File: src/rtl/fp_mul_norm_round.sv
// Normalize/round/pack stage for the single-precision multiplier: 2-stage valid/ready pipeline,
// round-to-nearest-even, no denormals. Define FPNR_STATUS_EN to add out_flags.
module fp_mul_norm_round #(
  parameter int EXP_W = 10
) (
  input  logic             clk,
  input  logic             clrn,
  input  logic             in_valid,
  output logic             in_ready,
  input  logic [49:0]      in_z,
  input  logic             in_sign,
  input  logic [EXP_W-1:0] in_exp,
  output logic             out_valid,
  input  logic             out_ready,
`ifdef FPNR_STATUS_EN
  output logic [2:0]       out_flags,
`endif
  output logic [31:0]      out_f
);

  localparam logic signed [EXP_W:0] EXP_MAX = (EXP_W+1)'(255);
  localparam logic signed [EXP_W:0] EXP_ONE = (EXP_W+1)'(1);

  logic s1_load, s2_load;
  logic s1_valid, s2_valid;

  // S1 state
  logic                    s1_sign;
  logic                    s1_zero;
  logic [23:0]             s1_m;
  logic                    s1_g;
  logic                    s1_st;
  logic signed [EXP_W:0]   s1_e;

  // S1 next-state
  logic                    n1_zero;
  logic [23:0]             n1_m;
  logic                    n1_g;
  logic                    n1_st;
  logic signed [EXP_W:0]   n1_e;
  logic signed [EXP_W:0]   exp_ext;

  // S2 next-state
  logic                    up;
  logic [24:0]             mr;
  logic [22:0]             frac;
  logic signed [EXP_W:0]   ef;
  logic                    ovf, unf;
  logic [31:0]             n2_f;
  logic [2:0]              n2_flags;
  logic                    mr_unused;

  assign s2_load   = !s2_valid || out_ready;
  assign s1_load   = !s1_valid || s2_load;
  assign in_ready  = s1_load;
  assign out_valid = s2_valid;

  assign exp_ext = {in_exp[EXP_W-1], in_exp};

  always_comb begin
    n1_zero = (in_z[49:48] == 2'b00);
    if (in_z[49]) begin
      n1_m  = in_z[49:26];
      n1_g  = in_z[25];
      n1_st = |in_z[24:0];
      n1_e  = exp_ext + EXP_ONE;
    end else begin
      n1_m  = in_z[48:25];
      n1_g  = in_z[24];
      n1_st = |in_z[23:0];
      n1_e  = exp_ext;
    end
  end

  // A carry out of the rounder leaves mr = 2^24, so the fraction becomes zero and ef bumps.
  assign up        = s1_g & (s1_st | s1_m[0]);
  assign mr        = {1'b0, s1_m} + {24'h0, up};
  assign frac      = mr[24] ? 23'h0 : mr[22:0];
  assign ef        = s1_e + {{EXP_W{1'b0}}, mr[24]};
  assign ovf       = (ef >= EXP_MAX);
  assign unf       = ef[EXP_W] || (ef == '0);
  assign mr_unused = mr[23];

  always_comb begin
    n2_f     = {s1_sign, ef[7:0], frac};
    n2_flags = {2'b00, s1_g | s1_st};
    if (s1_zero) begin
      n2_f     = {s1_sign, 31'h0};
      n2_flags = 3'b000;
    end else if (ovf) begin
      n2_f     = {s1_sign, 8'hFF, 23'h0};
      n2_flags = 3'b101;
    end else if (unf) begin
      n2_f     = {s1_sign, 31'h0};
      n2_flags = 3'b011;
    end
  end

  always_ff @(posedge clk) begin
    if (!clrn) begin
      s1_valid <= 1'b0;
      s1_sign  <= 1'b0;
      s1_zero  <= 1'b0;
      s1_m     <= '0;
      s1_g     <= 1'b0;
      s1_st    <= 1'b0;
      s1_e     <= '0;
    end else if (s1_load) begin
      s1_valid <= in_valid;
      if (in_valid) begin
        s1_sign <= in_sign;
        s1_zero <= n1_zero;
        s1_m    <= n1_m;
        s1_g    <= n1_g;
        s1_st   <= n1_st;
        s1_e    <= n1_e;
      end
    end
  end

  always_ff @(posedge clk) begin
    if (!clrn) begin
      s2_valid <= 1'b0;
      out_f    <= 32'h0;
    end else if (s2_load) begin
      s2_valid <= s1_valid;
      if (s1_valid) out_f <= n2_f;
    end
  end

`ifdef FPNR_STATUS_EN
  always_ff @(posedge clk) begin
    if (!clrn) begin
      out_flags <= 3'b000;
    end else if (s2_load && s1_valid) begin
      out_flags <= n2_flags;
    end
  end
`else
  logic [2:0] flags_unused;
  assign flags_unused = n2_flags;
`endif

endmodule

File: config.mk
export PLATFORM = sky130hd
export DESIGN_NAME = fp_mul_norm_round
export DESIGN_NICKNAME = d
export VERILOG_FILES = /design/src/rtl/fp_mul_norm_round.sv
export SDC_FILE = /design/constraint.sdc
export NUM_CORES = 1
export LEC_CHECK = 0
export ABC_AREA = 1
export CORE_ASPECT_RATIO = 1.5
export CORE_MARGIN = 8
export CORE_UTILIZATION = 45
export CTS_BUF_LIST = sky130_fd_sc_hd__clkbuf_4 sky130_fd_sc_hd__clkbuf_8 sky130_fd_sc_hd__clkbuf_16
export CTS_CLUSTER_SIZE = 10
export DETAILED_ROUTE_END_ITERATION = 16
export HOLD_SLACK_MARGIN = 0.06
export MAX_ROUTING_LAYER = met4
export PLACE_DENSITY = 0.83
export SLEW_MARGIN = 30
export SYNTH_ARGS = -nofsm -noshare
export SYNTH_HDL_FRONTEND = slang
export SYNTH_SLANG_ARGS = --single-unit
File: constraint.sdc
create_clock -name clk -period 3.2 [get_ports clk]
set_input_delay 0.64 -clock clk [delete_from_list [all_inputs] [get_ports clk]]
set_output_delay 0.64 -clock clk [all_outputs]
set_load 0.03 [all_outputs]
==> results.json <==
{
  "async_flop_share": 0,
  "clk-insertion-delay-late_ns": 0.33,
  "synth-main-ff-cell": "dfxtp_1",
  "violations": "setup timing",
  "arrival_ns": 3.49,
  "syn_avg_cell_area_sq_um": 6.76,
  "worstHoldStart": "out_f[29]$_SDFFE_PN0P_",
  "drc_errors": 0,
  "wire_per_inst_um": 14.7,
  "drt_iter0_drc": 190,
  "synth_fp_nets": 678,
  "clock_path_buffers": 2,
  "hpwl_um": 9550,
  "numCtsBuffers": 9,
  "io_buffer_count": 98,
  "ys_top_cells_by_area": "dfxtp_1 (36%), nand2_1 (15%), nor2_1 (6.8%)",
  "period_share": 1.03,
  "synth_top_area_cell": "dfxtp_1",
  "crit_chain": "o21a_1, ha_4, ha_4, nand2_4, nor3_4, nand4_1, nor2_1, nand4_1, nor3_2, ha_2, ha_4, nand3_4, nand2_2, nand2_2, nor2_2, nand3_2, nor2_4, nand2_4, nand2_2, buf_12, nor2_1, nand2_1, a21oi_1",
  "hp-class": "register to register",
  "htreeDepth": 3,
  "critPathMaxFanout": 19,
  "reg2reg_to": "out_f[7]$_SDFFE_PN0P_",
  "cts.sinks": 73,
  "muxShareOfSynthArea": 0,
  "fp.dieW_um": 94.0,
  "required_ns": 3.40,
  "outcome": "complete, but fails checks",
  "synth_compound_area_frac": 0.162,
  "setup_viol": 27,
  "fill_cells": 779,
  "holdPathEnd": "out_f[29]$_SDFFE_PN0P_",
  "grt_pass1_wl_um": 20600,
  "yosys.area_share.simple": 0.344,
  "grt_antenna_before_repair": 0,
  "ir_drop_v": 0.000500,
  "synth_area_sq_um": 4110,
  "cpMaxStageDelayCell": "dfxtp_4",
  "r2r_start": "s1_m[0]$_SDFFE_PN0P_",
  "syn_inst": 608,
  "grt_usage": 0.209,
  "startpoint_type": "register",
  "end_kind": "register",
  "vias": 4473,
  "grt_start_max_net_pins": 43,
  "finalNetCount": 806,
  "rrSetupSlack_ns": -0.09,
  "firstDrtPassIters": 5,
  "fmax_ghz": 0.304,
  "die_area_sq_um": 12500,
  "maxCapViolations": 0,
  "synth_xor_area_frac": 0.0575,
  "yosysMostFrequentCell": "nand2_1",
  "cts_root_buf": "clkbuf_16",
  "finalHoldViolCount": 0,
  "rr_worst_depth": 23,
  "cts_tree": "yes",
  "clkTransAtPathRegs_ns": 0.06,
  "wl_um": 12500,
  "synth_warnings": 0,
  "ys_ff_latch": 73,
  "layout-drive-gt1-share": 0.179,
  "cp_num_buf_inv": 1,
  "rows": 42,
  "layout_min_cycle_time_ns": 3.29,
  "die_y_um": 133,
  "area.growth.synth_to_final_pct": 45.2,
  "power_mw": 2.51,
  "crit_type": "register to register",
  "critPathTopFamily": "simple AND/OR/NAND/NOR gates",
  "rsz0062_at_grt": "yes",
  "via_per_inst": 5.26,
  "post-place-ws_ns": -0.0721,
  "crit_path_max_incr_delay_ns": 0.35,
  "gp_congestion": 0.915,
  "synthTopCellsByCount": "nand2_1 (162), nor2_1 (74), dfxtp_1 (73)",
  "synth_top_family_by_area": "simple AND/OR/NAND/NOR gates",
  "synth_top_area_frac": 0.355,
  "worstMarginPinSlew_ns": 0.455,
  "tns_ns": -1.58,
  "multi_input_area_sq_um": 2540,
  "yosys.area_share.adder": 0.0152,
  "ys_seq_area_frac": 0.355,
  "ant_nets": 0,
  "maxSlewHeadroom": 0.697,
  "setup_ws_ns": -0.0885,
  "design.core.area_sq_um": 8880,
  "n_antenna_cell": 0,
  "skew_ns": 0.00560,
  "io_pins": 99,
  "ys_types": 37,
  "worstHoldPathCells": 2,
  "slew_viol_final": 0,
  "seqCellArea_sq_um": 1470,
  "first_global_vias": 4332,
  "overflow": 0,
  "powerDensity_nw_per_um2": 421,
  "synth_edf_count": 0,
  "p_leak_nw": 2.30,
  "start_util": 0.463,
  "cts_hold_buf": 0,
  "cp.depth": 23
}
[sequential cells by signal, summed over array words and instances (netlist names)]
register	cells
s1_st	1
s1_valid	1
out_f	32
s1_zero	1
s1_e	11
s1_sign	1
s1_g	1
out_valid	1
s1_m	24
[final cells by class]
class	count	area share
Multi-Input combinational cell	468	0.426
Sequential cell	73	0.246
Timing Repair Buffer	144	0.228
Clock buffer	12	0.0436
Inverter	40	0.0252
Tap cell	110	0.0231
Clock inverter	4	0.00859
[metal layers]
layer	part of all wire	routed length [um]	track usage
met1	0.42	5230	0.239
met2	0.50	6230	0.344
met3	0.044	547	0.0266
met4	0.040	494	0.107
met5	0	0	-
[tightest hold or removal path, cell delays in order, from the launching register on]
cell,delay [ns]
dfxtp_1,0.30
nand2_1,0.06
a21oi_1,0.06
[stage by stage]
| step | cells | utilization | hold WS, ns | instance area (sq um) |
|---|---|---|---|---|
| 2_1_floorplan | 608 | - | 0.450 | 4140 |
| 3_3_place_gp | 820 | 0.609 | 0.453 | 5410 |
| 3_5_place_dp | 820 | 0.609 | 0.455 | 5410 |
| 4_1_cts | 849 | 0.664 | 0.463 | 5890 |
| 5_1_grt | 851 | 0.672 | 0.478 | 5970 |
| 6_report | 851 | 0.672 | 0.464 | 5970 |
[cells by family (layout without fill, tap and decap cells)]
kind of cell               count (synthesis)  count (layout)
adders and majority gates                  5               5
and+or+nand+nor                          323             323
xor gates and xnor gates                  27              27
buffers and inverters                     67             200
DFF                                       73              73
AOI/OAI and AO/OA                        113             113
[cells in the final DEF (no fill, tap or decap), types with 3 or more instances in the layout]
| master | count |
|---|---|
| a21oi_1 | 27 |
| a21oi_2 | 13 |
| a31oi_1 | 24 |
| buf_4 | 41 |
| buf_6 | 3 |
| clkbuf_16 | 9 |
| clkdlybuf4s50_1 | 98 |
| dfxtp_1 | 71 |
| ha_4 | 3 |
| inv_1 | 33 |
| inv_2 | 6 |
| nand2_1 | 154 |
| nand2_2 | 20 |
| nand2_4 | 6 |
| nand3_1 | 29 |
| nand3_2 | 4 |
| nand3b_1 | 3 |
| nand4_1 | 13 |
| nor2_1 | 68 |
| nor2_2 | 6 |
| nor3_1 | 6 |
| nor4_1 | 6 |
| o21a_1 | 3 |
| o21ai_0 | 39 |
| xnor2_1 | 11 |
| xor2_1 | 16 |
[power breakdown]
part           total, mW  internal, mW  switching [mW]
registers           1.01         0.961          0.0474
clock network       1.02         0.654           0.370
logic              0.481         0.223           0.258
[worst max path at each step]
| stage | start | to | slack, ns |
|---|---|---|---|
| floorplan | s1_m[0]$_SDFFE_PN0P_ | out_f[13]$_SDFFE_PN0P_ | 0.002 |
| global placement | s1_m[0]$_SDFFE_PN0P_ | out_f[16]$_SDFFE_PN0P_ | -0.007 |
| detailed placement | s1_m[0]$_SDFFE_PN0P_ | out_f[20]$_SDFFE_PN0P_ | -0.07 |
| CTS | s1_m[0]$_SDFFE_PN0P_ | out_f[7]$_SDFFE_PN0P_ | 0.003 |
| global route | s1_m[0]$_SDFFE_PN0P_ | out_f[10]$_SDFFE_PN0P_ | -0.34 |
| finish | s1_m[0]$_SDFFE_PN0P_ | out_f[7]$_SDFFE_PN0P_ | -0.09 |
[repair_timing]
action	CTS	global route
setup buffers	12	4
endpoints found under the setup margin	29	31
pin swaps	7	19
resized for setup	17	25
cloned	1	0
Note: power is estimated with default switching activity, not from simulation.
